==> src/rtl/acc_alu_pkg.sv <==
// rtl/acc_alu_pkg.sv - shared opcodes, FSM encoding and default sizes for the accumulator ALU
package acc_alu_pkg;

   localparam int ACC_WIDTH = 16;
   localparam int ACC_CNT_W = 5;

   localparam logic [2:0] OP_CLR   = 3'b000;
   localparam logic [2:0] OP_PASSB = 3'b001;
   localparam logic [2:0] OP_ADD   = 3'b010;
   localparam logic [2:0] OP_SUB   = 3'b011;
   localparam logic [2:0] OP_INC   = 3'b100;
   localparam logic [2:0] OP_MUL   = 3'b101;
   localparam logic [2:0] OP_SHL   = 3'b110;
   localparam logic [2:0] OP_SHR   = 3'b111;

   typedef enum logic [1:0] {
      ST_IDLE = 2'd0,
      ST_MUL  = 2'd1,
      ST_DONE = 2'd2
   } state_t;

endpackage

==> src/rtl/acc_alu_unit_if.sv <==
// rtl/acc_alu_unit_if.sv - control/operand/result bundle between control unit and ALU
interface acc_alu_unit_if
   import acc_alu_pkg::*;
#(
   parameter int WIDTH = ACC_WIDTH
);
   logic             start;
   logic [2:0]       op;
   logic [WIDTH-1:0] a_in;
   logic [WIDTH-1:0] b_in;
   logic [WIDTH-1:0] result;
   logic             z_flag;
   logic             c_flag;
   logic             busy;
   logic             done;

   modport master (
      output start, op, a_in, b_in,
      input  result, z_flag, c_flag, busy, done
   );

   modport slave (
      input  start, op, a_in, b_in,
      output result, z_flag, c_flag, busy, done
   );
endinterface

==> src/rtl/acc_mul_seq.sv <==
// rtl/acc_mul_seq.sv - iterative LSB-first shift-add multiplier, one multiplier bit per step
module acc_mul_seq
   import acc_alu_pkg::*;
#(
   parameter int WIDTH = ACC_WIDTH
) (
   input  logic               clk,
   input  logic               rst,
   input  logic               load,
   input  logic [WIDTH-1:0]   a,
   input  logic [WIDTH-1:0]   b,
   input  logic               step,
   output logic [2*WIDTH-1:0] product
);

   logic [2*WIDTH-1:0] mcand_q;
   logic [WIDTH-1:0]   mplier_q;
   logic [2*WIDTH-1:0] acc_q;

   // product already includes the step being taken this cycle, so the
   // controller can commit the final value on the last step's edge
   always_comb begin
      product = acc_q + (mplier_q[0] ? mcand_q : '0);
   end

   // operand latch on load, then shift multiplicand left / multiplier right per step
   always_ff @(posedge clk) begin
      if (rst) begin
         mcand_q  <= '0;
         mplier_q <= '0;
         acc_q    <= '0;
      end else if (load) begin
         mcand_q  <= {{WIDTH{1'b0}}, a};
         mplier_q <= b;
         acc_q    <= '0;
      end else if (step) begin
         acc_q    <= product;
         mcand_q  <= mcand_q << 1;
         mplier_q <= mplier_q >> 1;
      end
   end

endmodule

==> src/rtl/acc_alu_unit.sv <==
// rtl/acc_alu_unit.sv - sequential ALU behind the accumulator with start/busy/done handshake
module acc_alu_unit
   import acc_alu_pkg::*;
#(
   parameter int WIDTH = ACC_WIDTH,
   parameter int CNT_W = ACC_CNT_W
) (
   input  logic          clk,
   input  logic          rst,
   acc_alu_unit_if.slave bus
);

   state_t             state_q;
   logic [CNT_W-1:0]   cnt_q;
   logic [WIDTH-1:0]   result_q;
   logic               z_q;
   logic               c_q;
   logic               busy_q;
   logic               done_q;

   logic [WIDTH-1:0]   alu_res;
   logic               alu_c;
   logic [WIDTH:0]     sum_ext;
   logic               accept;
   logic               mul_load;
   logic               mul_step;
   logic [2*WIDTH-1:0] mul_product;
   logic               mul_last;

   assign bus.result = result_q;
   assign bus.z_flag = z_q;
   assign bus.c_flag = c_q;
   assign bus.busy   = busy_q;
   assign bus.done   = done_q;

   assign accept   = (state_q == ST_IDLE || state_q == ST_DONE) && bus.start;
   assign mul_load = !rst && accept && (bus.op == OP_MUL);
   assign mul_step = (state_q == ST_MUL);
   assign mul_last = (cnt_q == CNT_W'(WIDTH - 1));

   acc_mul_seq #(.WIDTH(WIDTH)) u_mul (
      .clk     (clk),
      .rst     (rst),
      .load    (mul_load),
      .a       (bus.a_in),
      .b       (bus.b_in),
      .step    (mul_step),
      .product (mul_product)
   );

   // single-cycle datapath; MUL is handled by the iterative unit
   always_comb begin
      alu_res = '0;
      alu_c   = 1'b0;
      sum_ext = '0;
      case (bus.op)
         OP_CLR: begin
            alu_res = '0;
            alu_c   = 1'b0;
         end
         OP_PASSB: begin
            alu_res = bus.b_in;
            alu_c   = 1'b0;
         end
         OP_ADD: begin
            sum_ext = {1'b0, bus.a_in} + {1'b0, bus.b_in};
            alu_res = sum_ext[WIDTH-1:0];
            alu_c   = sum_ext[WIDTH];
         end
         OP_SUB: begin
            // the extra top bit of the widened difference is the unsigned borrow
            sum_ext = {1'b0, bus.a_in} - {1'b0, bus.b_in};
            alu_res = sum_ext[WIDTH-1:0];
            alu_c   = sum_ext[WIDTH];
         end
         OP_INC: begin
            sum_ext = {1'b0, bus.a_in} + (WIDTH+1)'(1);
            alu_res = sum_ext[WIDTH-1:0];
            alu_c   = sum_ext[WIDTH];
         end
         OP_SHL: begin
            alu_res = {bus.a_in[WIDTH-2:0], 1'b0};
            alu_c   = bus.a_in[WIDTH-1];
         end
         OP_SHR: begin
            alu_res = {1'b0, bus.a_in[WIDTH-1:1]};
            alu_c   = bus.a_in[0];
         end
         default: begin
            alu_res = result_q;
            alu_c   = c_q;
         end
      endcase
   end

   // control FSM with registered result, flags, busy and done
   always_ff @(posedge clk) begin
      if (rst) begin
         state_q  <= ST_IDLE;
         cnt_q    <= '0;
         result_q <= '0;
         z_q      <= 1'b0;
         c_q      <= 1'b0;
         busy_q   <= 1'b0;
         done_q   <= 1'b0;
      end else begin
         case (state_q)
            ST_IDLE, ST_DONE: begin
               if (bus.start) begin
                  if (bus.op == OP_MUL) begin
                     cnt_q   <= '0;
                     state_q <= ST_MUL;
                     busy_q  <= 1'b1;
                     done_q  <= 1'b0;
                  end else begin
                     result_q <= alu_res;
                     z_q      <= (alu_res == '0);
                     c_q      <= alu_c;
                     state_q  <= ST_DONE;
                     busy_q   <= 1'b0;
                     done_q   <= 1'b1;
                  end
               end else begin
                  state_q <= ST_IDLE;
                  busy_q  <= 1'b0;
                  done_q  <= 1'b0;
               end
            end
            ST_MUL: begin
               // start is deliberately ignored here; the operation runs to completion
               cnt_q <= cnt_q + CNT_W'(1);
               if (mul_last) begin
                  result_q <= mul_product[WIDTH-1:0];
                  z_q      <= (mul_product[WIDTH-1:0] == '0);
                  c_q      <= |mul_product[2*WIDTH-1:WIDTH];
                  state_q  <= ST_DONE;
                  busy_q   <= 1'b0;
                  done_q   <= 1'b1;
               end
            end
            default: begin
               state_q <= ST_IDLE;
               busy_q  <= 1'b0;
               done_q  <= 1'b0;
            end
         endcase
      end
   end

endmodule
==> src/flat_wrapper.sv <==
// flat-port wrapper written by rule: the top's interface ports become plain ports
module acc_alu_unit_flat import acc_alu_pkg::*;
#(
   parameter int WIDTH = ACC_WIDTH,
   parameter int CNT_W = ACC_CNT_W
)
  (clk, rst, bus_start, bus_op, bus_a_in, bus_b_in, bus_result, bus_z_flag, bus_c_flag, bus_busy, bus_done);
  acc_alu_unit_if #(.WIDTH(WIDTH)) bus_i ();
  input  logic clk;
  input  logic rst;
  input wire logic [$bits(bus_i.start)-1:0] bus_start;
  input wire logic [$bits(bus_i.op)-1:0] bus_op;
  input wire logic [$bits(bus_i.a_in)-1:0] bus_a_in;
  input wire logic [$bits(bus_i.b_in)-1:0] bus_b_in;
  output wire logic [$bits(bus_i.result)-1:0] bus_result;
  output wire logic [$bits(bus_i.z_flag)-1:0] bus_z_flag;
  output wire logic [$bits(bus_i.c_flag)-1:0] bus_c_flag;
  output wire logic [$bits(bus_i.busy)-1:0] bus_busy;
  output wire logic [$bits(bus_i.done)-1:0] bus_done;
  assign bus_i.start = bus_start;
  assign bus_i.op = bus_op;
  assign bus_i.a_in = bus_a_in;
  assign bus_i.b_in = bus_b_in;
  assign bus_result = bus_i.result;
  assign bus_z_flag = bus_i.z_flag;
  assign bus_c_flag = bus_i.c_flag;
  assign bus_busy = bus_i.busy;
  assign bus_done = bus_i.done;
  acc_alu_unit #(.WIDTH(WIDTH), .CNT_W(CNT_W)) u_core (.clk(clk), .rst(rst), .bus(bus_i));
endmodule
==> config.mk <==
export PLATFORM = sky130hd
export DESIGN_NAME = acc_alu_unit_flat
export DESIGN_NICKNAME = d
export VERILOG_FILES = /design/src/rtl/acc_alu_pkg.sv /design/src/rtl/acc_alu_unit_if.sv /design/src/rtl/acc_mul_seq.sv /design/src/rtl/acc_alu_unit.sv /design/src/flat_wrapper.sv
export SDC_FILE = /design/constraint.sdc
export NUM_CORES = 1
export LEC_CHECK = 0
export BUFFER_PORTS_ARGS = -buffer_cell sky130_fd_sc_hd__buf_2
export CAP_MARGIN = 40
export CORE_AREA = 2 2 163 165
export CTS_BUF_LIST = sky130_fd_sc_hd__clkbuf_2
export CTS_CLUSTER_SIZE = 40
export DETAILED_ROUTE_END_ITERATION = 10
export DIE_AREA = 0 0 165 167
export GPL_TIMING_DRIVEN = 0
export SETUP_SLACK_MARGIN = 0.02
export SKIP_LAST_GASP = 1
export SYNTH_ARGS = -nofsm -noshare
export SYNTH_HDL_FRONTEND = slang
export SYNTH_HIERARCHICAL = 1
export SYNTH_SLANG_ARGS = --single-unit
==> constraint.sdc <==
create_clock -name clk -period 6.5 [get_ports clk]
set_input_delay 0.65 -clock clk [delete_from_list [all_inputs] [get_ports clk]]
set_output_delay 0.65 -clock clk [all_outputs]
set_load 0.05 [all_outputs]
==> results of run 1 <==
## routing by layer
layer  wire length (µm)  part of all wire, %
met1              15800                   48
met2              14000                   43
met3               2270                  6.9
met4                620                  1.9
met5                  0                    0
## layout by cell type (no fill, tap or decap), drive strengths merged, types with 30 or more instances in the layout
master and count:
inv 50, dfxtp 106, o21ai 70, nand2 93, xnor2 30, nand3 46
mux2i 66, and2 37, nor2 206, a21oi 122, buf 94, clkbuf 59
ha 67
## flip-flops by register name, summed over array words and instances (netlist names)
register / count
u_core/bus.z_flag: 1
u_core/bus.busy: 1
u_core/u_mul/acc_q: 32
u_core/bus.c_flag: 1
u_core/state_q: 1
u_core/u_mul/mplier_q: 16
u_core/cnt_q: 5
u_core/bus.result: 16
u_core/bus.done: 1
u_core/u_mul/mcand_q: 32
## metrics by stage
step	total power, mW	hold WS [ps]	util, %	cells
3_3_place_gp	1.11	458	40.4	1700
2_1_floorplan	0.972	445	-	1310
4_1_cts	1.49	249	41.0	1717
5_1_grt	1.56	289	41.0	1718
6_report	1.48	297	41.0	1718
3_5_place_dp	1.11	464	40.4	1701
## kinds of logic (layout without fill, tap and decap cells)
| group | after synthesis | in the layout | synth area share (%) |
|---|---|---|---|
| adders and majority gates | 70 | 70 | 9.25 |
| other | 0 | 1 | 0 |
| buffers and inverters | 134 | 206 | 6.28 |
| and+or+nand+nor | 518 | 518 | 25.9 |
| DFF | 106 | 106 | 21.8 |
| xor gates and xnor gates | 48 | 48 | 4.47 |
| AOI/OAI and AO/OA | 367 | 367 | 25.3 |
| muxes | 67 | 67 | 6.95 |
## path summary, 6_finish.rpt
path / from / end
hold / removal: bus_b_in[2] / u_core/u_mul/mplier_q[2]$_SDFFE_PP0P_
hold reg to reg: u_core/u_mul/mcand_q[18]$_SDFFE_PP0P_ / u_core/u_mul/mcand_q[19]$_SDFFE_PP0P_
setup reg to reg: u_core/u_mul/mplier_q[0]$_SDFFE_PP0P_ / u_core/bus.c_flag$_SDFFE_PP0P_
setup / recovery: u_core/u_mul/mplier_q[0]$_SDFFE_PP0P_ / u_core/bus.c_flag$_SDFFE_PP0P_
## cells in the mapped netlist, drive strengths merged, types with 7 or more instances
| cell | count | area share, % |
|---|---|---|
| nand2 | 93 | 3.6 |
| clkbuf | 50 | 2.1 |
| a22oi | 12 | 0.98 |
| nand2b | 11 | 0.71 |
| a211o | 7 | 0.63 |
| a31o | 7 | 0.63 |
| xnor2 | 30 | 2.7 |
| nand3 | 46 | 2.4 |
| o31ai | 8 | 0.76 |
| nor3 | 25 | 1.3 |
| a211oi | 13 | 1.1 |
| buf | 38 | 2.4 |
| xor2 | 17 | 1.5 |
| and3 | 12 | 0.82 |
| a21oi | 122 | 6.3 |
| a31oi | 17 | 1.1 |
| ha | 67 | 8.6 |
| o21ai | 70 | 3.7 |
| mux2i | 66 | 6.8 |
| nor4 | 15 | 1.3 |
| nand4 | 15 | 1.0 |
| a21o | 23 | 1.8 |
| and2 | 37 | 2.4 |
| or3 | 12 | 0.77 |
| dfxtp | 106 | 22 |
| o21bai | 10 | 0.77 |
| nor2b | 15 | 0.97 |
| inv | 46 | 1.8 |
| o211ai | 16 | 1.3 |
| a311oi | 8 | 0.85 |
| nor3b | 7 | 0.54 |
| nor2 | 206 | 8.0 |
## area by class of cell
class / count / area share (%)
Clock buffer: 9 / 0.427
Inverter: 46 / 1.64
Tap cell: 335 / 3.97
Antenna cell: 1 / 0.0237
Timing Repair Buffer: 56 / 2.65
Multi-Input combinational cell: 1070 / 66.1
Sequential cell: 106 / 20.1
Clock inverter: 7 / 0.901
Buffer: 88 / 4.15
## power breakdown
group          internal [mW]  total (mW)  switching [mW]
combinational          0.138       0.427           0.289
sequential             0.668       0.682          0.0143
clock                  0.103       0.373           0.270
total                  0.909        1.48           0.574
## worst max-delay path, stage by stage (launching register included)
cell and delay (ps):
dfxtp_1 560, clkbuf_1 300, and2_1 180, ha_1 220
fa_1 230, a21o_1 140, nand4_1 150, a21oi_1 430
o31ai_4 190, o31ai_1 620, a21oi_1 160, xnor2_1 170
nor4_1 310, nand4_1 270, a21oi_1 400, o2111ai_1 170
nor2_1 140, a2111oi_2 60
==> qor.csv, run 1 <==
metric,value,unit
first-pass GRT wire length,50400,µm
initial antenna violation count,1,
clk buf depth,2,
Worst-Margin Slew,776,ps
Max-slew headroom,48.3,%
global-route met2 utilization,34.5,%
H-tree depth,3,
Worst-path clk slew,310,ps
outcome,finished clean,
crit-path max FO,10,
Ports,58,
Lkg Pwr,4.35,nW
Area Growth Syn to Fin,8.67,%
Clock Latency Late Sink,670,ps
Crit Path Class,reg -> reg,
cts bufs inserted,9,
Pwr Density,140,nW/µm²
CTS tree,built,
asr flop ratio synth,0,%
"Avg Cell Area, Syn",7.42,µm²
Final WS setup,1730,ps
drt pass-1 iters,6,
Synth Cell Area,9720,µm²
FF/Latch Area,2120,µm²
Ys Warns,6,
Final Cycle Share,73.4,%
CORE AREA,25800,µm²
total global routing overflow,0,
Die ar.,27600,µm²
Max Freq,210,MHz
worst reg-to-reg path cell count,17,
final wirelength,32700,µm
fin crit period,4770,ps
GRT met1 Usage,34.9,%
Detail Route Antenna Nets,0,
vias in the first global route,8949,
Die Ht,167,µm
number of cells on the worst hold path,3,
maximum VDD drop,0.0796,mV
Post-DP Area,10400,µm²
Placer Congestion,0.900,
RSZ-0062 raised after global routing,false,
dpl hpwl,25500,µm
WL per Instance,19.0,µm
reg2reg setup slack,1730,ps
Startpoint Class,flip-flop,
worst hold-check path type,in -> reg,
Post-Route Skew,79.2,ps
crit end category,flip-flop,
number of distinct library cells after synthesis,88,
final instance area,10600,µm²
Syn Nets,1418,
Vias/cell,5.83,
total clock sinks,106,
setup TNS,0,ps
Buffers on Ports,55,
GRT Overall Usage,23.2,%
worst endpoint data arrival time,5320,ps
Max-cap violations,0,
Initial Utilization,37.7,%
Cells after Synth,1310,
layout cells sized above 1,10.3,%
DR iter-0 viols,906,
endpoints failing setup,0,
predominant post-synthesis flop cell,dfxtp_1,
via count,10000,
pin count of the biggest net entering global routing,21,
nets,1485,
hold_buf cts,0,
final slew viol count,0,
met3 GRT Util,3.61,%
gr busiest metal,met1,
CP required,7050,ps
FP Rows,59,
# Post-CTS Setup Buffers,0,
Post-synth EDFFs,0,
# resized after CTS,0,
"Hold Vio Cnt, Final",0,
Yosys reg bits,106,
fillers,2688,
Place WS,1860,ps
Multi-input gate area,6980,µm²
CTS root buf,clkbuf_2,
post-synthesis sequential area ratio,21.8,%
die extent in x,165,µm
drt drc,0,
Note: power is estimated with default switching activity, not from simulation.
==> run 2, diff against run 1 <==
==> constraint.sdc (replaced) <==
create_clock -name clk -period 4.3 [get_ports clk]
set_input_delay 0.43 -clock clk [delete_from_list [all_inputs] [get_ports clk]]
set_output_delay 0.43 -clock clk [all_outputs]
set_load 0.05 [all_outputs]
==> run 2 against run 1 <==
Against the previous run:
- sequential power is 51% higher
- register-to-register slack worse by 1600 ps
- hold slack got worse by 220 ps
- power up 51%
- cell count is essentially flat
- sequential cell count is the same
- critical path type unchanged
- largest cell class unchanged
==> qor.csv, run 2 (synthesis results as in run 1) <==
metric,value,unit,change
outcome,finished clean,,unchanged
FP Rows,59,,unchanged
CTS tree,built,,unchanged
Top Registers,"u_core/u_mul/acc_q: 32 flops, u_core/u_mul/mcand_q: 32 flops",,unchanged
Die Ht,167,µm,unchanged
nets,1486,,was 1485
Crit. path cell count,16,,was 17
cts bufs inserted,9,,unchanged
worst r2r src,u_core/u_mul/mplier_q[0]$_SDFFE_PP0P_,,unchanged
endpoints failing setup,0,,unchanged
Area Growth Syn to Fin,9.13,%,was 8.67%
Placer Congestion,0.900,,unchanged
total clock sinks,106,,unchanged
Worst-path clk slew,310,ps,about the same
H-tree depth,3,,unchanged
crit end category,flip-flop,,unchanged
Crit Path Class,reg -> reg,,unchanged
pin count of the biggest net entering global routing,21,,unchanged
number of cells on the worst hold path,3,,unchanged
worst hold-check path type,in -> reg,,unchanged
Max-cap violations,0,,unchanged
HP Start,bus_b_in[2],,unchanged
Vias/cell,5.80,,was 5.83
via count,9967,,was 10000
clk buf depth,2,,unchanged
Clock Latency Late Sink,670,ps,about the same
drt drc,0,,unchanged
Max Freq,242,MHz,was 210 MHz
critical path's largest stage delay,440,ps,was 620 ps
final slew viol count,0,,unchanged
number of buffers and inverters on the critical path,1,,unchanged
Buffers on Ports,55,,unchanged
Multi-input gate area,7010,µm²,was 6980 µm²
Die ar.,27600,µm²,unchanged
Lkg Pwr,4.37,nW,was 4.35 nW
drt pass-1 iters,8,,was 6
fillers,2678,,was 2688
Worst-Margin Slew,774,ps,was 776 ps
Critical Path Sink,u_core/bus.c_flag$_SDFFE_PP0P_,,unchanged
Layout Cells excl Fill,1719,,was 1718
Detail Route Antenna Nets,0,,unchanged
crit-path max FO,10,,unchanged
Initial Utilization,37.7,%,unchanged
maximum VDD drop,0.118,mV,was 0.0796 mV
worst reg-to-reg path cell count,16,,was 17
GRT Overall Usage,23.3,%,was 23.2%
layout cells sized above 1,11.1,%,was 10.3%
worst endpoint data arrival time,4680,ps,was 5320 ps
Worst path top cell family by delay,simple AND/OR/NAND/NOR gates,,was compound AO/OA/AOI/OAI gates
first-pass GRT wire length,50400,µm,about the same
WL per Instance,19.0,µm,about the same
Final Cycle Share,96.2,%,was 73.4%
"commonest cells after routing, fill and taps aside","206 x nor2_1, 116 x a21oi_1, 105 x dfxtp_1",,"was 206 x nor2_1, 121 x a21oi_1, 106 x dfxtp_1"
total global routing overflow,0,,unchanged
fin crit period,4140,ps,was 4770 ps
FF/Latch Area,2130,µm²,was 2120 µm²
final wirelength,32600,µm,was 32700 µm
reg2reg setup slack,160,ps,was 1730 ps
CP max-delay cell,dfxtp_4,,was o31ai_1
CTS root buf,clkbuf_2,,unchanged
Pwr Density,211,nW/µm²,was 140 nW/µm²
"most common cell after layout, fill and taps aside",nor2_1,,unchanged
"Hold Vio Cnt, Final",0,,unchanged
setup TNS,0,ps,unchanged
Ports,58,,unchanged
initial antenna violation count,1,,unchanged
CP required,4840,ps,was 7050 ps
DR iter-0 viols,940,,was 906
vias in the first global route,8945,,was 8949
dpl hpwl,25500,µm,unchanged
DP Cell Count,1701,,unchanged
Critical Path Start,u_core/u_mul/mplier_q[0]$_SDFFE_PP0P_,,unchanged
CORE AREA,25800,µm²,unchanged
"Critical Path, Cell by Cell","clkbuf_2, and2_1, ha_1, and3_1, and2_0, o31a_1, o31ai_4, a21oi_1, nor3_1, xnor2_1, nor4_1, nand4_1, a21oi_2, o2111ai_1, nor2_1, a2111oi_2",,"was clkbuf_1, and2_1, ha_1, fa_1, a21o_1, nand4_1, a21oi_1, o31ai_4, o31ai_1, a21oi_1, xnor2_1, nor4_1, nand4_1, a21oi_1, o2111ai_1, nor2_1, a2111oi_2"
Post-Route Skew,72.4,ps,was 79.2 ps
die extent in x,165,µm,unchanged
Worst R2R End,u_core/bus.c_flag$_SDFFE_PP0P_,,unchanged
Max-slew headroom,48.4,%,was 48.3%
worst hold slack,79.3,ps,was 297 ps
Startpoint Class,flip-flop,,unchanged
RSZ-0062 raised after global routing,false,,unchanged
run 2: metrics by stage:
| step | setup WS (ps) | power, mW | instance area, µm² | utilization, % |
|---|---|---|---|---|
| 2_1_floorplan | 901 | 1.47 | 9720 | - |
| 3_5_place_dp | -336 | 1.67 | 10400 | 40.4 |
| 4_1_cts | 38.5 | 2.25 | 10600 | 41.0 |
| 3_3_place_gp | -335 | 1.67 | 10400 | 40.4 |
| 6_report | 164 | 2.24 | 10600 | 41.2 |
| 5_1_grt | 26.3 | 2.36 | 10600 | 41.2 |
run 2: worst min-delay path by stage:
stage	to	slack, ps
floorplan	u_core/u_mul/acc_q[25]$_SDFFE_PP0P_	450
global placement	u_core/u_mul/acc_q[25]$_SDFFE_PP0P_	460
detailed placement	u_core/u_mul/acc_q[25]$_SDFFE_PP0P_	460
CTS	u_core/u_mul/mplier_q[2]$_SDFFE_PP0P_	30
global route	u_core/u_mul/mplier_q[14]$_SDFFE_PP0P_	70
finish	u_core/u_mul/mplier_q[2]$_SDFFE_PP0P_	80
run 2: cell type report:
cell class,count,area share (%)
plain buffers,88,4.17
clock inverters,7,0.897
multi-input cells,1070,66.1
well taps,335,3.95
repair buffers,57,2.71
diodes,1,0.0236
inverters,46,1.63
clock buffers,9,0.425
flip-flops and latches,106,20.0
run 2: where the power goes:
group          leakage, nW  switching, mW  internal [mW]
Clock               0.0837          0.405          0.156
Sequential           0.859         0.0217           1.01
Combinational         3.43          0.437          0.208
run 2: per-layer routing:
layer  up-vias  GRT usage (%)  wire length, µm
li1       4852              -                -
met1      4702           34.9            15400
met2       377           34.5            14100
met3        36           3.61             2580
met4         0           5.56              550
met5         -              0                0
run 2: worst reg2reg max path: stages (launching register included):
cell and delay [ps]:
dfxtp_4 440, clkbuf_2 190, and2_1 210, ha_1 390
and3_1 230, and2_0 160, o31a_1 300, o31ai_4 420
a21oi_1 190, nor3_1 250, xnor2_1 100, nor4_1 270
nand4_1 280, a21oi_2 300, o2111ai_1 150, nor2_1 140
a2111oi_2 60
run 2: timing repair:
item / 4_1_cts / 5_1_grt
resized for setup: 6 / 8
setup endpoints to repair: 1 / 1
buffers inserted: 0 / 1
pin swaps: 0 / 3
hold buffers: 0 / 0
==> run 3, diff against run 2 <==
--- a/config.mk
+++ b/config.mk
@@ -7,15 +7,14 @@
 export LEC_CHECK = 0
 export BUFFER_PORTS_ARGS = -buffer_cell sky130_fd_sc_hd__buf_2
 export CAP_MARGIN = 40
-export CORE_AREA = 2 2 163 165
+export CORE_AREA = 2 2 157 159
 export CTS_BUF_LIST = sky130_fd_sc_hd__clkbuf_2
 export CTS_CLUSTER_SIZE = 40
 export DETAILED_ROUTE_END_ITERATION = 10
-export DIE_AREA = 0 0 165 167
+export DIE_AREA = 0 0 159 161
 export GPL_TIMING_DRIVEN = 0
 export SETUP_SLACK_MARGIN = 0.02
 export SKIP_LAST_GASP = 1
 export SYNTH_ARGS = -nofsm -noshare
 export SYNTH_HDL_FRONTEND = slang
-export SYNTH_HIERARCHICAL = 1
 export SYNTH_SLANG_ARGS = --single-unit
==> run 3 against run 2 <==
Against the previous run:
- clock power increased by 5.2%
- fmax increased by 3.1%
- synthesized cell count decreased by 4.9%
- sequential cell count decreased by 1
- synthesized area decreased by 8.1%
==> qor.csv, run 3 <==
metric,value,unit,change
fin crit period,4010,ps,was 4140 ps
nets,1422,,was 1486
reg2reg setup slack,290,ps,was 160 ps
Lkg Pwr,3.90,nW,was 4.37 nW
vias in the first global route,8867,,was 8945
crit-path max FO,10,,unchanged
WL per Instance,19.3,µm,was 19.0 µm
CORE AREA,24000,µm²,was 25800 µm²
predominant post-synthesis flop cell,dfxtp_1,,unchanged
Startpoint Class,flip-flop,,unchanged
"Hold Vio Cnt, Final",0,,unchanged
"commonest cells after routing, fill and taps aside","184 x nand2_1, 123 x nor2_1, 121 x a21oi_1",,"was 206 x nor2_1, 116 x a21oi_1, 105 x dfxtp_1"
Detail Route Antenna Nets,0,,unchanged
overall power,2.24,mW,about the same
initial antenna violation count,1,,unchanged
endpoints failing setup,0,,unchanged
Buffers on Ports,57,,was 55
Crit Path Class,reg -> reg,,unchanged
Die Ht,161,µm,was 167 µm
final instance area,9780,µm²,was 10600 µm²
Max Freq,249,MHz,was 242 MHz
total global routing overflow,0,,unchanged
drt drc,0,,unchanged
Worst R2R End,u_core.bus.c_flag$_SDFFE_PP0P_,,was u_core/bus.c_flag$_SDFFE_PP0P_
fillers,2584,,was 2678
Initial Utilization,37.3,%,was 37.7%
clk buf depth,2,,unchanged
Ys Warns,0,,was 6
Final WS setup,287,ps,was 164 ps
"Avg Cell Area, Syn",7.17,µm²,was 7.42 µm²
Post-DP Area,9620,µm²,was 10400 µm²
die extent in x,159,µm,was 165 µm
first-pass GRT wire length,50000,µm,was 50400 µm
CP required,4900,ps,was 4840 ps
Synth Cell Area,8930,µm²,was 9720 µm²
Ports,58,,unchanged
FP Rows,57,,was 59
total clock sinks,105,,was 106
final core utilization,40.8,%,was 41.2%
Worst-Margin Slew,821,ps,was 774 ps
Max-slew headroom,45.1,%,was 48.4%
hold_buf cts,0,,unchanged
worst reg-to-reg path cell count,14,,was 16
via count,9659,,was 9967
Post-Route Skew,41.7,ps,was 72.4 ps
Yosys reg bits,105,,was 106
Critical Path Start,u_core.u_mul.mplier_q[0]$_SDFFE_PP0P_,,was u_core/u_mul/mplier_q[0]$_SDFFE_PP0P_
CTS root buf,clkbuf_2,,unchanged
Top Registers,"u_core.u_mul.acc_q: 32 flops, u_core.u_mul.mcand_q: 32 flops",,"was u_core/u_mul/acc_q: 32 flops, u_core/u_mul/mcand_q: 32 flops"
Clock Latency Late Sink,660,ps,was 670 ps
crit end category,flip-flop,,unchanged
final wirelength,31700,µm,was 32600 µm
H-tree depth,3,,unchanged
"most common cell after layout, fill and taps aside",nand2_1,,was nor2_1
Cells after Synth,1246,,was 1310
Final Cycle Share,93.3,%,was 96.2%
layout cells sized above 1,9.10,%,was 11.1%
Vias/cell,5.88,,was 5.80
outcome,finished clean,,unchanged
"count leader, synth",nand2_1,,was nor2_1
Placer Congestion,0.963,,was 0.900
Pwr Density,229,nW/µm²,was 211 nW/µm²
Die ar.,25600,µm²,was 27600 µm²
worst endpoint data arrival time,4610,ps,was 4680 ps
GRT Overall Usage,24.5,%,was 23.3%
Synth top area share,23.5,%,was 21.8%
final slew viol count,0,,unchanged
maximum VDD drop,0.117,mV,was 0.118 mV
Place WS,195,ps,was -336 ps
worst r2r src,u_core.u_mul.mplier_q[0]$_SDFFE_PP0P_,,was u_core/u_mul/mplier_q[0]$_SDFFE_PP0P_
most frequent cells after synthesis,"184 x nand2_1, 123 x nor2_1, 121 x a21oi_1",,"was 206 x nor2_1, 121 x a21oi_1, 106 x dfxtp_1"
Critical Path Sink,u_core.bus.c_flag$_SDFFE_PP0P_,,was u_core/bus.c_flag$_SDFFE_PP0P_
Syn Nets,1354,,was 1418
Synth area leader,dfxtp_1,,unchanged
cts bufs inserted,9,,unchanged
CTS tree,built,,unchanged
Area Growth Syn to Fin,9.55,%,was 9.13%
ranking of synthesized cells by area,"dfxtp_1 24%, ha_1 9.4%, nand2_1 7.7%",,"was dfxtp_1 22%, ha_1 8.6%, nor2_1 8.0%"
RSZ-0062 raised after global routing,false,,unchanged
Max-cap violations,0,,unchanged
pin count of the biggest net entering global routing,20,,was 21
asr flop ratio synth,0,%,unchanged
setup TNS,0,ps,unchanged
worst hold-check path type,in -> reg,,unchanged
DR iter-0 viols,1104,,was 940
drt pass-1 iters,10,,was 8
number of distinct library cells after synthesis,81,,was 88
post-synthesis sequential area ratio,23.5,%,was 21.8%
Worst-path clk slew,310,ps,about the same
Post-synth EDFFs,0,,unchanged
dpl hpwl,25200,µm,was 25500 µm
-- run 3: cell count changes after synthesis, sizes merged, moves of 17 or more --
cell	previous run	this run
mux2i	66	4
buf	38	21
nand2	93	184
nor2	206	123
a311oi	8	29
-- run 3: cell families (layout without fill, tap and decap cells) --
family,after synthesis,after routing,share of synthesized area (%)
AO/OA/AOI/OAI,397,397,29.5
XOR/XNOR,41,41,4.02
adder cells (fa/ha/maj),70,70,10.1
buffers and inverters,128,201,6.07
flip-flops,105,105,23.5
multiplexers,5,5,0.574
other,0,1,0
AND/OR/NAND/NOR,500,500,26.2
-- run 3: what timing repair did --
| item | in CTS | in global routing |
|---|---|---|
| setup endpoints to repair | 0 | 2 |
| gates resized for setup | 0 | 3 |
| buffers inserted | 0 | 0 |
-- run 3: layout make-up --
cell class | count | area, µm² | share of cell area [%]
diodes | 1 | 2.50 | 0.0256
flip-flops and latches | 105 | 2100 | 21.5
multi-input cells | 1013 | 6290 | 64.3
clock buffers | 9 | 45.0 | 0.460
plain buffers | 84 | 378 | 3.86
repair buffers | 57 | 285 | 2.92
inverters | 44 | 165 | 1.69
clock inverters | 7 | 109 | 1.11
well taps | 324 | 405 | 4.14
-- run 3: through the flow --
step | hold slack [ps] | instances
floorplan | 437 | 1246
global placement | 445 | 1627
detailed placement | 450 | 1627
CTS | 20.9 | 1643
global route | 29.0 | 1644
finish | 57.9 | 1644
-- run 3: how the worst min path moves through the flow --
stage | slack, ps | depth (start not counted) | endpoint | startpoint
global route | 30 | 3 | u_core.u_mul.mplier_q[15]$_SDFFE_PP0P_ | bus_b_in[15]
floorplan | 440 | 2 | u_core.u_mul.mcand_q[31]$_SDFFE_PP0P_ | u_core.u_mul.mcand_q[31]$_SDFFE_PP0P_
CTS | 20 | 3 | u_core.u_mul.mplier_q[15]$_SDFFE_PP0P_ | bus_b_in[15]
finish | 60 | 3 | u_core.u_mul.mplier_q[15]$_SDFFE_PP0P_ | bus_b_in[15]
global placement | 440 | 2 | u_core.u_mul.mcand_q[31]$_SDFFE_PP0P_ | u_core.u_mul.mcand_q[31]$_SDFFE_PP0P_
detailed placement | 450 | 2 | u_core.u_mul.mcand_q[31]$_SDFFE_PP0P_ | u_core.u_mul.mcand_q[31]$_SDFFE_PP0P_
-- run 3: where the power goes --
part	total [mW]	internal (mW)	switching, mW
Clock	0.590	0.208	0.383
Combinational	0.618	0.193	0.426
Sequential	1.03	1.01	0.0278
-- run 3: layer usage --
metal | vias to the layer above | global-route usage, % | part of all wire (%)
met3 | 57 | 2.70 | 8.2
met1 | 4516 | 34.5 | 45
met5 | - | 0 | 0
met4 | 0 | 7.77 | 2.8
met2 | 430 | 39.2 | 44
li1 | 4656 | - | -
-- run 3: critical path, cell delays in order, from the launching register on --
cell and delay (ps):
dfxtp_1 470, clkbuf_1 240, and2_1 190, ha_1 200, fa_1 420, a21o_1 220
a221o_1 370, a2111oi_4 430, nor4_1 160, nor3_1 350, o21ai_0 140, a21oi_1 200
xor2_1 200, and3_1 260, o21ai_1 90
